==> src/rtl/uart_pkg.sv <==
// ============================================================================
// Module      : uart_pkg
// Description : Shared UART types and constants for the transmit and receive paths.
// Revision    : 1.0 - initial release
// ============================================================================
`default_nettype none

package uart_pkg;

    localparam int DEFAULT_DATA_WIDTH = 8;
    localparam int DEFAULT_PRESCALE   = 8;

    localparam logic PAR_EVEN = 1'b0;
    localparam logic PAR_ODD  = 1'b1;

    typedef enum logic [2:0] {
        ST_IDLE   = 3'd0,
        ST_START  = 3'd1,
        ST_DATA   = 3'd2,
        ST_PARITY = 3'd3,
        ST_STOP   = 3'd4
    } tx_state_e;

endpackage

`default_nettype wire

==> src/rtl/uart_tx_serializer.sv <==
// ============================================================================
// Module      : uart_tx_serializer
// Description : LSB-first shift register and bit counter, advanced by a bit tick.
// Revision    : 1.0 - initial release
// ============================================================================
`default_nettype none

module uart_tx_serializer #(
    parameter int DATA_WIDTH = 8
) (
    input  logic                  clk,
    input  logic                  rst_n,
    input  logic                  i_load,
    input  logic [DATA_WIDTH-1:0] i_data,
    input  logic                  i_shift,
    output logic                  o_bit_cur,
    output logic                  o_bit_next,
    output logic                  o_done
);

    localparam int BIT_W = (DATA_WIDTH > 1) ? $clog2(DATA_WIDTH) : 1;
    localparam logic [BIT_W-1:0] C_BIT_LAST = BIT_W'(DATA_WIDTH - 1);

    logic [DATA_WIDTH-1:0] shreg_q, shreg_d;
    logic [BIT_W-1:0]      bit_cnt_q, bit_cnt_d;

    always_comb begin
        shreg_d   = shreg_q;
        bit_cnt_d = bit_cnt_q;
        if (i_load) begin
            shreg_d   = i_data;
            bit_cnt_d = '0;
        end else if (i_shift) begin
            shreg_d   = {1'b0, shreg_q[DATA_WIDTH-1:1]};
            bit_cnt_d = bit_cnt_q + BIT_W'(1);
        end
    end

    always_ff @(posedge clk or negedge rst_n) begin
        if (!rst_n) begin
            shreg_q   <= '0;
            bit_cnt_q <= '0;
        end else begin
            shreg_q   <= shreg_d;
            bit_cnt_q <= bit_cnt_d;
        end
    end

    // The next bit is exposed so the top can register the line one edge early.
    assign o_bit_cur  = shreg_q[0];
    assign o_bit_next = shreg_q[1];
    assign o_done     = (bit_cnt_q == C_BIT_LAST);

endmodule

`default_nettype wire

==> src/rtl/uart_tx_frame.sv <==
// ============================================================================
// Module      : uart_tx_frame
// Description : UART transmitter: start, LSB-first data, optional parity, stop.
// Revision    : 1.0 - initial release
// ============================================================================
`default_nettype none

module uart_tx_frame
    import uart_pkg::*;
#(
    parameter int DATA_WIDTH = DEFAULT_DATA_WIDTH,
    parameter int PRESCALE   = DEFAULT_PRESCALE
) (
    input  logic                  CLK,
    input  logic                  RST,
    input  logic [DATA_WIDTH-1:0] P_DATA,
    input  logic                  DATA_VALID,
    input  logic                  PAR_EN,
    input  logic                  PAR_TYP,
    output logic                  TX_OUT,
    output logic                  BUSY
);

    localparam int CNT_W = (PRESCALE > 1) ? $clog2(PRESCALE) : 1;
    localparam logic [CNT_W-1:0] C_CNT_LAST = CNT_W'(PRESCALE - 1);

    tx_state_e        state_q, state_d;
    logic [CNT_W-1:0] cnt_q, cnt_d;
    logic             par_en_q, par_en_d;
    logic             par_bit_q, par_bit_d;
    logic             tx_q, tx_d;
    logic             busy_q, busy_d;

    logic w_accept;
    logic w_bit_tick;
    logic w_bit_cur;
    logic w_bit_next;
    logic w_ser_done;

    assign w_accept   = (state_q == ST_IDLE) && DATA_VALID;
    assign w_bit_tick = (state_q != ST_IDLE) && (cnt_q == C_CNT_LAST);

    uart_tx_serializer #(
        .DATA_WIDTH (DATA_WIDTH)
    ) u_serializer (
        .clk        (CLK),
        .rst_n      (RST),
        .i_load     (w_accept),
        .i_data     (P_DATA),
        .i_shift    (w_bit_tick && (state_q == ST_DATA)),
        .o_bit_cur  (w_bit_cur),
        .o_bit_next (w_bit_next),
        .o_done     (w_ser_done)
    );

    // Line value is decided on the transition edge so TX_OUT comes straight from a flop.
    always_comb begin
        state_d   = state_q;
        par_en_d  = par_en_q;
        par_bit_d = par_bit_q;
        tx_d      = tx_q;
        busy_d    = busy_q;
        cnt_d     = (state_q == ST_IDLE || w_bit_tick) ? '0 : cnt_q + CNT_W'(1);

        case (state_q)
            ST_IDLE: begin
                if (DATA_VALID) begin
                    state_d   = ST_START;
                    tx_d      = 1'b0;
                    busy_d    = 1'b1;
                    par_en_d  = PAR_EN;
                    par_bit_d = (^P_DATA) ^ (PAR_TYP == PAR_ODD);
                end
            end
            ST_START: begin
                if (w_bit_tick) begin
                    state_d = ST_DATA;
                    tx_d    = w_bit_cur;
                end
            end
            ST_DATA: begin
                if (w_bit_tick) begin
                    if (!w_ser_done) begin
                        tx_d = w_bit_next;
                    end else if (par_en_q) begin
                        state_d = ST_PARITY;
                        tx_d    = par_bit_q;
                    end else begin
                        state_d = ST_STOP;
                        tx_d    = 1'b1;
                    end
                end
            end
            ST_PARITY: begin
                if (w_bit_tick) begin
                    state_d = ST_STOP;
                    tx_d    = 1'b1;
                end
            end
            ST_STOP: begin
                if (w_bit_tick) begin
                    state_d = ST_IDLE;
                    busy_d  = 1'b0;
                    tx_d    = 1'b1;
                end
            end
            default: begin
                state_d = ST_IDLE;
                tx_d    = 1'b1;
                busy_d  = 1'b0;
            end
        endcase
    end

    always_ff @(posedge CLK or negedge RST) begin
        if (!RST) begin
            state_q   <= ST_IDLE;
            cnt_q     <= '0;
            par_en_q  <= 1'b0;
            par_bit_q <= 1'b0;
            tx_q      <= 1'b1;
            busy_q    <= 1'b0;
        end else begin
            state_q   <= state_d;
            cnt_q     <= cnt_d;
            par_en_q  <= par_en_d;
            par_bit_q <= par_bit_d;
            tx_q      <= tx_d;
            busy_q    <= busy_d;
        end
    end

    assign TX_OUT = tx_q;
    assign BUSY   = busy_q;

endmodule

`default_nettype wire

==> config.mk <==
export PLATFORM = sky130hd
export DESIGN_NAME = uart_tx_frame
export DESIGN_NICKNAME = d
export VERILOG_FILES = /design/src/rtl/uart_pkg.sv /design/src/rtl/uart_tx_serializer.sv /design/src/rtl/uart_tx_frame.sv
export SDC_FILE = /design/constraint.sdc
export NUM_CORES = 1
export LEC_CHECK = 0
export CAP_MARGIN = 20
export CORE_MARGIN = 2
export CORE_UTILIZATION = 57
export CTS_BUF_LIST = sky130_fd_sc_hd__clkbuf_4 sky130_fd_sc_hd__clkbuf_8 sky130_fd_sc_hd__clkbuf_16
export DETAILED_ROUTE_END_ITERATION = 8
export PLACE_DENSITY = 0.82
export SLEW_MARGIN = 40
export SYNTH_ARGS = -nofsm -noshare
export SYNTH_HDL_FRONTEND = slang
export SYNTH_HIERARCHICAL = 1
export SYNTH_SLANG_ARGS = --single-unit
==> constraint.sdc <==
create_clock -name CLK -period 4.8 [get_ports CLK]
set_clock_uncertainty 0.05 [all_clocks]
set_input_delay 0.96 -clock CLK [delete_from_list [all_inputs] [get_ports CLK]]
set_output_delay 0.96 -clock CLK [all_outputs]
set_load 0.02 [all_outputs]
; ---- After elaboration in Yosys (flattened, before gate mapping)
; Cells that the tools add are included.
[totals]
reg_bits = 21
in_bits = 13
output_inout_bits = 2
word_cells = 62
[classes]
addsub = 2
eq_ne = 13
muxes = 23
n_bitwise = 2
n_reduce_logical = 14
[ops]
columns = operator, n
row1 = 2-to-1 mux 3 bit, 10
row2 = 2-to-1 mux 8 bit, 2
row3 = case mux 3 bit (5 select lines), 1
row4 = "!= test 2 bit, second input constant", 6
row5 = "== test 3 bit, second input constant", 3
row6 = 2-to-1 mux 1 bit, 8
row7 = parity 8 bit, 1
row8 = "adder 3 x 1 -> 3 bit, second input constant", 2
row9 = "== test 3 x 2 -> 1 bit, second input constant", 2
row10 = AND reduction 6 bit, 1
row11 = case mux 1 bit (4 select lines), 1
row12 = AND reduction 4 bit, 1
row13 = "== test 3 x 1 -> 1 bit, second input constant", 1
row14 = logical AND 1 bit, 3
row15 = zero test 3 bit, 1
row16 = case mux 1 bit (3 select lines), 1
row17 = AND reduction 3 bit, 1
row18 = nonzero test 3 bit, 1
row19 = OR reduction 3 bit, 1
row20 = "!= test 2 x 1 -> 1 bit, second input constant", 1
row21 = AND reduction 2 bit, 1
row22 = nonzero test 2 bit, 1
row23 = OR reduction 2 bit, 1
row24 = logical OR 1 bit, 1
row25 = 2 further kinds, 2

; ---- Logic depth before layout (Yosys ltp)
; Gate-level depths: netlist (run 1).
[depth]
word_depth = 5
ltp_mapped = 8
depth_no_buf = 6

; ---- By module
; Netlist (run 1), hierarchy kept.
[modules_own_cells]
columns = module, instances, cells_per_inst, area_per_inst_um2, seq_area_each_um2
row1 = uart_tx_frame, 1, 64, 596.8, 251.5
row2 = uart_tx_serializer, 1, 46, 510.5, 275.3

; ---- Worst setup path before layout (run 1)
; OpenSTA, ideal clock, no wires.
[synth_timing]
path_kind = in2reg
from = input port P_DATA[5]
to = register par_bit_q
setup_time_ns = 0.122
arrival_time_ns = 1.704
setup_slack_ns = 2.924
path_stages = 4
path_buffers = 0
path_cell_list = xor2_1 > xnor3_1 > xnor2_1 > o21ai_1
[synth_via]
elab_chain_len = 2
[synth_lines]
columns = item, line_no
row1 = from (decl), uart_tx_frame.sv:16  ; input logic [DATA_WIDTH-1:0] P_DATA,
row2 = parity 8 bit, uart_tx_frame.sv:72  ; par_bit_d = (^P_DATA) ^ (PAR_TYP == PAR_ODD);
row3 = bitwise XOR 1 bit, uart_tx_frame.sv:72
row4 = to (signal assigned), uart_tx_frame.sv:127  ; par_bit_q <= par_bit_d;
row5 = to (decl), uart_tx_frame.sv:30  ; logic par_bit_q, par_bit_d;
; Every way passes these cells.
; A chain may end at the register's enable or synchronous reset.

; ---- Worst setup path after layout (run 1)
[layout_timing]
from = register tx_q (netlist: TX_OUT)
to = output port TX_OUT
[layout_lines]
columns = item, line_no
row1 = from (decl), uart_tx_frame.sv:31  ; logic tx_q, tx_d;
row2 = from (signal assigned), uart_tx_frame.sv:128  ; tx_q <= tx_d;
row3 = to (decl), uart_tx_frame.sv:20  ; output logic TX_OUT,
; No word-level cell between the ends.

==> metrics.json, run 1 <==
{
  "grt_pass1_vias": {"value": 759},
  "vias_per_cell": {"value": 5.331},
  "min_path_cells": {"value": 1},
  "route.detailed.drc": {"value": 0},
  "power_switching": {"value": 223.7, "unit": "µW"},
  "finalHoldWorstSlack": {"value": 0.4019, "unit": "ns"},
  "hp-start": {"value": "cnt_q[0]$_DFF_PN0_"},
  "netlist_area": {"value": 1107, "unit": "µm²"},
  "synth-main-ff-cell": {"value": "sky130_fd_sc_hd__dfrtp_1"},
  "overflow": {"value": 0},
  "half_perimeter_wire_length_after_placement": {"value": 1502, "unit": "µm"},
  "worst-r2r-setup-slack": {"value": 2.79, "unit": "ns"},
  "timing.critical_path.buf_inv": {"value": 1},
  "critical_path_class": {"value": "reg -> out"},
  "share_comb_of_total_power": {"value": 0.359},
  "synthTopCellsByCount": {"value": "sky130_fd_sc_hd__dfrtp_1 (20), sky130_fd_sc_hd__nand2_1 (12), sky130_fd_sc_hd__mux2i_1 (9), sky130_fd_sc_hd__o21ai_1 (9), sky130_fd_sc_hd__nor2_1 (7)"},
  "setup_viol": {"value": 0},
  "dieArea": {"value": 2311, "unit": "µm²"},
  "timing.critical_path.slowest_cell_delay": {"value": 0.59, "unit": "ns"},
  "fin_total_pwr": {"value": 625.9, "unit": "µW"},
  "area.growth.synth_to_final": {"value": 15.25, "unit": "%"},
  "maxClockFrequency": {"value": 409.2, "unit": "MHz"},
  "r2r_cells": {"value": 6},
  "swShare": {"value": 0.3575},
  "grt_pass1_wl": {"value": 3222, "unit": "µm"},
  "wl_per_cell": {"value": 13.56, "unit": "µm"},
  "cp.arrival": {"value": 1.43, "unit": "ns"},
  "worst_r2r_startpoint": {"value": "cnt_q[0]$_DFF_PN0_"},
  "hold_path_class": {"value": "reg -> reg"},
  "rsz0062_at_grt": {"value": "false"},
  "synth.most_common_cell": {"value": "sky130_fd_sc_hd__dfrtp_1"},
  "max_slew.worst_pin.slew": {"value": 0.6356, "unit": "ns"},
  "hold_end": {"value": "cnt_q[0]$_DFF_PN0_"},
  "top_level_ports": {"value": 15},
  "outcome": {"value": "complete, no violations"},
  "critical_path_peak_fanout": {"value": 2},
  "layout_worst_path_cycle_share": {"value": 0.5092},
  "detail_route.first_pass.iterations": {"value": 4},
  "leakagePower": {"value": 0.0005330, "unit": "µW"},
  "max_cap_violations": {"value": 0},
  "async_flop_share": {"value": 1.000},
  "global_route.usage.total": {"value": 0.2044},
  "internal_power": {"value": 402.1, "unit": "µW"},
  "synthCells": {"value": 110},
  "cts_hold_repair.buffers": {"value": 0},
  "initial_utilization": {"value": 0.6211},
  "mean_instance_size_in_the_synthesized_netlist": {"value": 10.07, "unit": "µm²"},
  "floorplan.rows": {"value": 15},
  "start_kind": {"value": "flip-flop"},
  "path_delay_family": {"value": "buffers and inverters"},
  "setup_tns": {"value": 0, "unit": "ns"},
  "post-synth-top-area-fraction": {"value": 0.4520},
  "timing.critical_path.to_type": {"value": "primary output"},
  "worst_path_max_delay_cell": {"value": "sky130_fd_sc_hd__clkdlybuf4s50_1"},
  "postCtsSetupBuffers": {"value": 0},
  "finalWirelength": {"value": 2007, "unit": "µm"},
  "mappedNetlistNets": {"value": 127},
  "post_cts.resized_instances": {"value": 0},
  "met2_usage": {"value": 0.3253},
  "antenna_cells": {"value": 0},
  "power_per_cell_area": {"value": 490.4, "unit": "nW/µm²"},
  "power_frac_clock": {"value": 0.140},
  "htreeDepth": {"value": 1},
  "detailedRoute.firstIterationViolations": {"value": 16},
  "drive_gt1_frac": {"value": 0.06504},
  "ff_latch_count_synth": {"value": 21},
  "nets": {"value": 141},
  "numCtsBuffers": {"value": 3},
  "yosysUniqueCellTypes": {"value": 31},
  "synth.largest_area_cell": {"value": "sky130_fd_sc_hd__dfrtp_1"},
  "grt.busiest_layer": {"value": "met2"},
  "grt_util_met1": {"value": 0.2701},
  "synth-edff-count": {"value": 0},
  "vias": {"value": 789},
  "worst_slew_margin_rel": {"value": 0.5749},
  "ctsRootBufferMaster": {"value": "sky130_fd_sc_hd__clkbuf_4"},
  "timing.final.crit_period": {"value": 2.444, "unit": "ns"},
  "synth-seq-area-share": {"value": 0.4757},
  "globalplace.congestion": {"value": 0.8157},
  "tritoncts": {"value": "built"},
  "numPortBuffers": {"value": 14},
  "insertion_delay": {"value": 0.29, "unit": "ns"},
  "grt_start_max_net_pins": {"value": 22},
  "clock-sinks": {"value": 21},
  "worst_ep_required_time": {"value": 3.79, "unit": "ns"},
  "drv_slew": {"value": 0},
  "cell_types_with_the_largest_area_share_after_synthesis": {"value": "sky130_fd_sc_hd__dfrtp_1 (45%), sky130_fd_sc_hd__mux2i_1 (8.1%), sky130_fd_sc_hd__xnor2_1 (4.7%)"},
  "clkSlewWorstSetupHoldPaths": {"value": 0.11, "unit": "ns"},
  "power.ir.vdd_worst": {"value": 0.0003064, "unit": "V"},
  "placeableCoreArea": {"value": 1783, "unit": "µm²"},
  "hold_violations": {"value": 0},
  "global_route.usage.met3": {"value": 0.04528},
  "die_h": {"value": 48.08, "unit": "µm"},
  "fp.dieW": {"value": 48.08, "unit": "µm"},
  "antenna_violating_nets_left": {"value": 0},
  "synth_warnings": {"value": 6},
  "antenna_found_initial": {"value": 0},
  "power.share.sequential": {"value": 0.501},
  "worst_r2r_endpoint": {"value": "u_serializer/shreg_q[3]$_DFFE_PN0P_"},
  "cts-root-to-sink-buffers": {"value": 2},
  "n_fill_cell": {"value": 138},
  "worstPathCellList": {"value": "clkdlybuf4s50_1"}
}
-- sequential cells by signal (all words and copies together), names as in the netlist --
signal                  flops
u_serializer/shreg_q        8
cnt_q                       3
state_q                     3
u_serializer/bit_cnt_q      3
BUSY                        1
TX_OUT                      1
par_bit_q                   1
par_en_q                    1
-- power groups by stage --
stage	registers, µW	clock network (µW)	logic, µW
global route	323	96.1	254
finish	313	87.5	225
detailed placement	317	0	226
floorplan	300	0	175
CTS	313	91.0	227
global placement	310	0	217
-- layout by cell type (no fill, tap or decap), drive strengths merged --
cell type      synthesis  final
dfrtp                 20     20
clkdlybuf4s50          0     13
o21ai                 13     13
nand2                 12     12
mux2i                  9      9
nor2                   8      8
inv                    6      6
xnor2                  6      6
a21oi                  5      5
ha                     4      4
clkbuf                 1      4
nor3                   3      3
and2                   2      2
nand3                  2      2
xor2                   2      2
nand2b                 2      2
dfstp                  1      1
nor2b                  1      1
o31ai                  1      1
xnor3                  1      1
nand3b                 1      1
a311oi                 1      1
or3b                   1      1
nor4                   1      1
o32a                   1      1
o22ai                  1      1
a211oi                 1      1
buf                    4      1
-- layout make-up --
class                   count  area [µm²]  area share
well taps                  25       31.28     0.02451
repair buffers             14       135.1      0.1059
inverters                   6       22.52     0.01765
flip-flops and latches     21       526.8      0.4127
multi-input cells          78       530.5      0.4157
clock buffers               4       30.03     0.02353
-- per-layer routing --
metal,wire (µm),vias up
met5,0,-
met4,20,0
met3,60,2
met2,990,13
met1,935,372
li1,-,402
-- worst max-delay path by stage --
stage	cells past startpoint	end	from
5_1_grt	6	u_serializer/shreg_q[7]$_DFFE_PN0P_	DATA_VALID
2_1_floorplan	4	par_bit_q$_DFFE_PN0P_	P_DATA[5]
4_1_cts	1	TX_OUT	TX_OUT$_DFFE_PN1P_
3_5_place_dp	6	u_serializer/shreg_q[7]$_DFFE_PN0P_	DATA_VALID
3_3_place_gp	6	u_serializer/shreg_q[7]$_DFFE_PN0P_	DATA_VALID
6_report	1	TX_OUT	TX_OUT$_DFFE_PN1P_
-- logic make-up after synthesis --
logic type / share of synthesized area
AND/OR/NAND/NOR: 0.1413
AO/OA/AOI/OAI: 0.1175
flip-flops: 0.4757
buffers and inverters: 0.05536
XOR/XNOR: 0.08362
multiplexers: 0.08136
adder cells (fa/ha/maj): 0.04520
-- metrics by stage --
step,util,setup WS (ns),cell area [µm²],cells
3_5_place_dp,0.6989,2.043,1246,144
3_3_place_gp,0.6982,2.154,1245,144
4_1_cts,0.7158,2.342,1276,148
2_1_floorplan,-,2.924,1107,110
6_report,0.7158,2.356,1276,148
5_1_grt,0.7158,2.223,1276,148
Note: power is estimated with default switching activity, not from simulation.
==> run 2, diff against run 1 <==
--- a/config.mk
+++ b/config.mk
@@ -7,10 +7,10 @@
 export LEC_CHECK = 0
 export CAP_MARGIN = 20
 export CORE_MARGIN = 2
-export CORE_UTILIZATION = 57
+export CORE_UTILIZATION = 48
 export CTS_BUF_LIST = sky130_fd_sc_hd__clkbuf_4 sky130_fd_sc_hd__clkbuf_8 sky130_fd_sc_hd__clkbuf_16
 export DETAILED_ROUTE_END_ITERATION = 8
-export PLACE_DENSITY = 0.82
+export PLACE_DENSITY = 0.74
 export SLEW_MARGIN = 40
 export SYNTH_ARGS = -nofsm -noshare
 export SYNTH_HDL_FRONTEND = slang
==> constraint.sdc (replaced) <==
create_clock -name CLK -period 2.15 [get_ports CLK]
set_clock_uncertainty 0.05 [all_clocks]
set_input_delay 0.43 -clock CLK [delete_from_list [all_inputs] [get_ports CLK]]
set_output_delay 0.43 -clock CLK [all_outputs]
set_load 0.02 [all_outputs]
==> run 2 against run 1 <==
  * Die area is 17% higher
  * Utilization is 12 points lower
  * Sequential power is 120% higher
  * Design area is 2.5% higher
  * Worst hold slack better by 0.0092 ns
==> metrics.json, run 2 (synthesis results as in run 1) <==
{
  "largest_register_ffs": {"value": 8, "change": "unchanged"},
  "power_per_cell_area": {"value": 1071, "unit": "nW/µm²", "change": "+120%"},
  "ctsRootBufferMaster": {"value": "sky130_fd_sc_hd__clkbuf_4"},
  "finish.cell_count_without_fillers": {"value": 155, "change": "+4.7%"},
  "antenna_cells": {"value": 0, "change": "unchanged"},
  "most_common_cell_after_layout_fill_and_taps_aside": {"value": "sky130_fd_sc_hd__dfrtp_1"},
  "drive_gt1_frac": {"value": 0.08661, "change": "+0.02157"},
  "dieArea": {"value": 2707, "unit": "µm²", "change": "+17%"},
  "hold_path_class": {"value": "in -> async"},
  "worst_ep_required_time": {"value": 1.67, "unit": "ns", "change": "-2.12 ns"},
  "finalWirelength": {"value": 1963, "unit": "µm", "change": "-2.2%"},
  "numCtsBuffers": {"value": 3, "change": "unchanged"},
  "utilization": {"value": 0.5974, "change": "-0.1184"},
  "rsz0062_at_grt": {"value": "false"},
  "antenna_violating_nets_left": {"value": 0, "change": "unchanged"},
  "drv_slew": {"value": 0, "change": "unchanged"},
  "insertion_delay": {"value": 0.30, "unit": "ns", "change": "about the same"},
  "top_level_ports": {"value": 15, "change": "unchanged"},
  "fin_total_pwr": {"value": 1402, "unit": "µW", "change": "+120%"},
  "timing.final.crit_period": {"value": 1.912, "unit": "ns"},
  "max_flop_register": {"value": "u_serializer/shreg_q"},
  "vias": {"value": 804, "change": "+1.9%"},
  "worstPathCellList": {"value": "clkdlybuf4s50_1"},
  "power.ir.vdd_worst": {"value": 0.0005540, "unit": "V", "change": "+81%"},
  "worst-r2r-setup-slack": {"value": 0.41, "unit": "ns", "change": "-2.38 ns"},
  "max_slew.worst_pin.slew": {"value": 0.3638, "unit": "ns", "change": "-0.2719 ns"},
  "floorplan.rows": {"value": 17, "change": "+2"},
  "worst_slew_margin_rel": {"value": 0.7575, "change": "+0.1826"},
  "tritoncts": {"value": "built"},
  "half_perimeter_wire_length_after_placement": {"value": 1452, "unit": "µm", "change": "-3.3%"},
  "vias_per_cell": {"value": 5.187, "change": "-2.7%"},
  "setup_tns": {"value": 0, "unit": "ns", "change": "unchanged"},
  "start_kind": {"value": "flip-flop"},
  "maxClockFrequency": {"value": 522.9, "unit": "MHz"},
  "clkSlewWorstSetupHoldPaths": {"value": 0.12, "unit": "ns", "change": "about the same"},
  "timing.critical_path.to_type": {"value": "primary output"},
  "worst_path_max_delay_cell": {"value": "sky130_fd_sc_hd__clkdlybuf4s50_1"},
  "leakagePower": {"value": 0.0005547, "unit": "µW", "change": "+4.1%"},
  "place_ws": {"value": 0.1514, "unit": "ns", "change": "-1.892 ns"},
  "grt_pass1_vias": {"value": 835, "change": "+10%"},
  "numPortBuffers": {"value": 14, "change": "unchanged"},
  "wl_per_cell": {"value": 12.66, "unit": "µm", "change": "-6.6%"},
  "htreeDepth": {"value": 1, "change": "unchanged"},
  "clock-sinks": {"value": 21, "change": "unchanged"},
  "outcome": {"value": "complete, no violations"},
  "detail_route.first_pass.iterations": {"value": 4, "change": "unchanged"},
  "final_critical_path_setup_slack": {"value": 0.2377, "unit": "ns", "change": "-2.118 ns"},
  "nets": {"value": 145, "change": "+2.8%"},
  "fp.dieW": {"value": 52.03, "unit": "µm", "change": "+8.2%"},
  "die_h": {"value": 52.03, "unit": "µm", "change": "+8.2%"},
  "postCtsSetupBuffers": {"value": 0, "change": "unchanged"},
  "path_delay_family": {"value": "buffers and inverters"},
  "initial_utilization": {"value": 0.5054, "change": "-0.1156"},
  "r2r_cells": {"value": 7, "change": "+1"},
  "setup_viol": {"value": 0, "change": "unchanged"},
  "n_fill_cell": {"value": 178, "change": "+29%"},
  "globalplace.congestion": {"value": 0.7407, "change": "-9.2%"},
  "most-common-layout-cells": {"value": "sky130_fd_sc_hd__dfrtp_1 (20), sky130_fd_sc_hd__clkdlybuf4s50_1 (14), sky130_fd_sc_hd__nand2_1 (12)"},
  "grt_start_max_net_pins": {"value": 22, "change": "unchanged"},
  "worst_r2r_endpoint": {"value": "u_serializer/shreg_q[6]$_DFFE_PN0P_"},
  "route.detailed.drc": {"value": 0, "change": "unchanged"},
  "placeableCoreArea": {"value": 2191, "unit": "µm²", "change": "+23%"},
  "post_cts.resized_instances": {"value": 0, "change": "unchanged"},
  "layout_worst_path_cycle_share": {"value": 0.8895},
  "critical_path_class": {"value": "reg -> out"},
  "hold_violations": {"value": 0, "change": "unchanged"},
  "cts_hold_repair.buffers": {"value": 0, "change": "unchanged"},
  "cp.arrival": {"value": 1.43, "unit": "ns", "change": "about the same"},
  "overflow": {"value": 0, "change": "unchanged"},
  "place_inst": {"value": 151, "change": "+4.9%"},
  "worst_r2r_startpoint": {"value": "cnt_q[0]$_DFF_PN0_"},
  "timing.critical_path.slowest_cell_delay": {"value": 0.59, "unit": "ns", "change": "about the same"},
  "antenna_found_initial": {"value": 0, "change": "unchanged"},
  "max_cap_violations": {"value": 0, "change": "unchanged"},
  "timing.critical_path.buf_inv": {"value": 1, "change": "unchanged"},
  "cts-root-to-sink-buffers": {"value": 2, "change": "unchanged"},
  "area.growth.synth_to_final": {"value": 18.19, "unit": "%"},
  "critical_path_peak_fanout": {"value": 2, "change": "unchanged"},
  "detailedRoute.firstIterationViolations": {"value": 28, "change": "+12"},
  "global_route.usage.total": {"value": 0.1807, "change": "-0.02365"},
  "grt_pass1_wl": {"value": 3581, "unit": "µm", "change": "+11%"}
}
-- run 2: cell count changes in the layout (fill, tap and decap cells not counted) --
cell / previous run / this run
sky130_fd_sc_hd__buf_4: 0 / 4
sky130_fd_sc_hd__nor3_2: 0 / 1
sky130_fd_sc_hd__nor3_4: 1 / 0
sky130_fd_sc_hd__clkdlybuf4s50_1: 13 / 14
sky130_fd_sc_hd__buf_2: 1 / 0
-- run 2: how the worst max path moves through the flow --
stage | start | endpoint | slack [ns] | cells past startpoint
finish | TX_OUT$_DFFE_PN1P_ | TX_OUT | 0.24 | 1
global route | TX_OUT$_DFFE_PN1P_ | TX_OUT | 0.18 | 1
CTS | TX_OUT$_DFFE_PN1P_ | TX_OUT | 0.21 | 1
detailed placement | P_DATA[2] | par_bit_q$_DFFE_PN0P_ | 0.15 | 5
global placement | P_DATA[2] | par_bit_q$_DFFE_PN0P_ | 0.16 | 5
floorplan | cnt_q[0]$_DFF_PN0_ | u_serializer/shreg_q[0]$_DFFE_PN0P_ | 0.46 | 7
-- run 2: cell type report --
cell class	instances	area [µm²]	area share
tap	28	35.03	0.02677
sequential	21	526.8	0.4025
timing repair buffer	18	170.2	0.1300
clock buffer	4	30.03	0.02294
inverter	6	22.52	0.01721
multi-input combinational	78	524.3	0.4006
-- run 2: stage by stage --
step | instance area, µm² | hold WS [ns]
after floorplan | 1107 | 0.08441
after global placement | 1279 | 0.3789
after detailed placement | 1279 | 0.4018
after CTS | 1309 | 0.4110
after global routing | 1309 | 0.4423
final | 1309 | 0.4111
-- run 2: where the power goes --
part	total [µW]	switching, µW	internal, µW
sequential	691	127	564
clock	201	116	84.9
combinational	510	249	261
-- run 2: metal layers --
layer | track usage | vias to the layer above | routed length, µm
met5 | 0 | - | 0
met2 | 0.2954 | 17 | 954
met1 | 0.2318 | 373 | 926
li1 | - | 412 | -
met4 | 0.09211 | 0 | 13
met3 | 0.02586 | 2 | 67
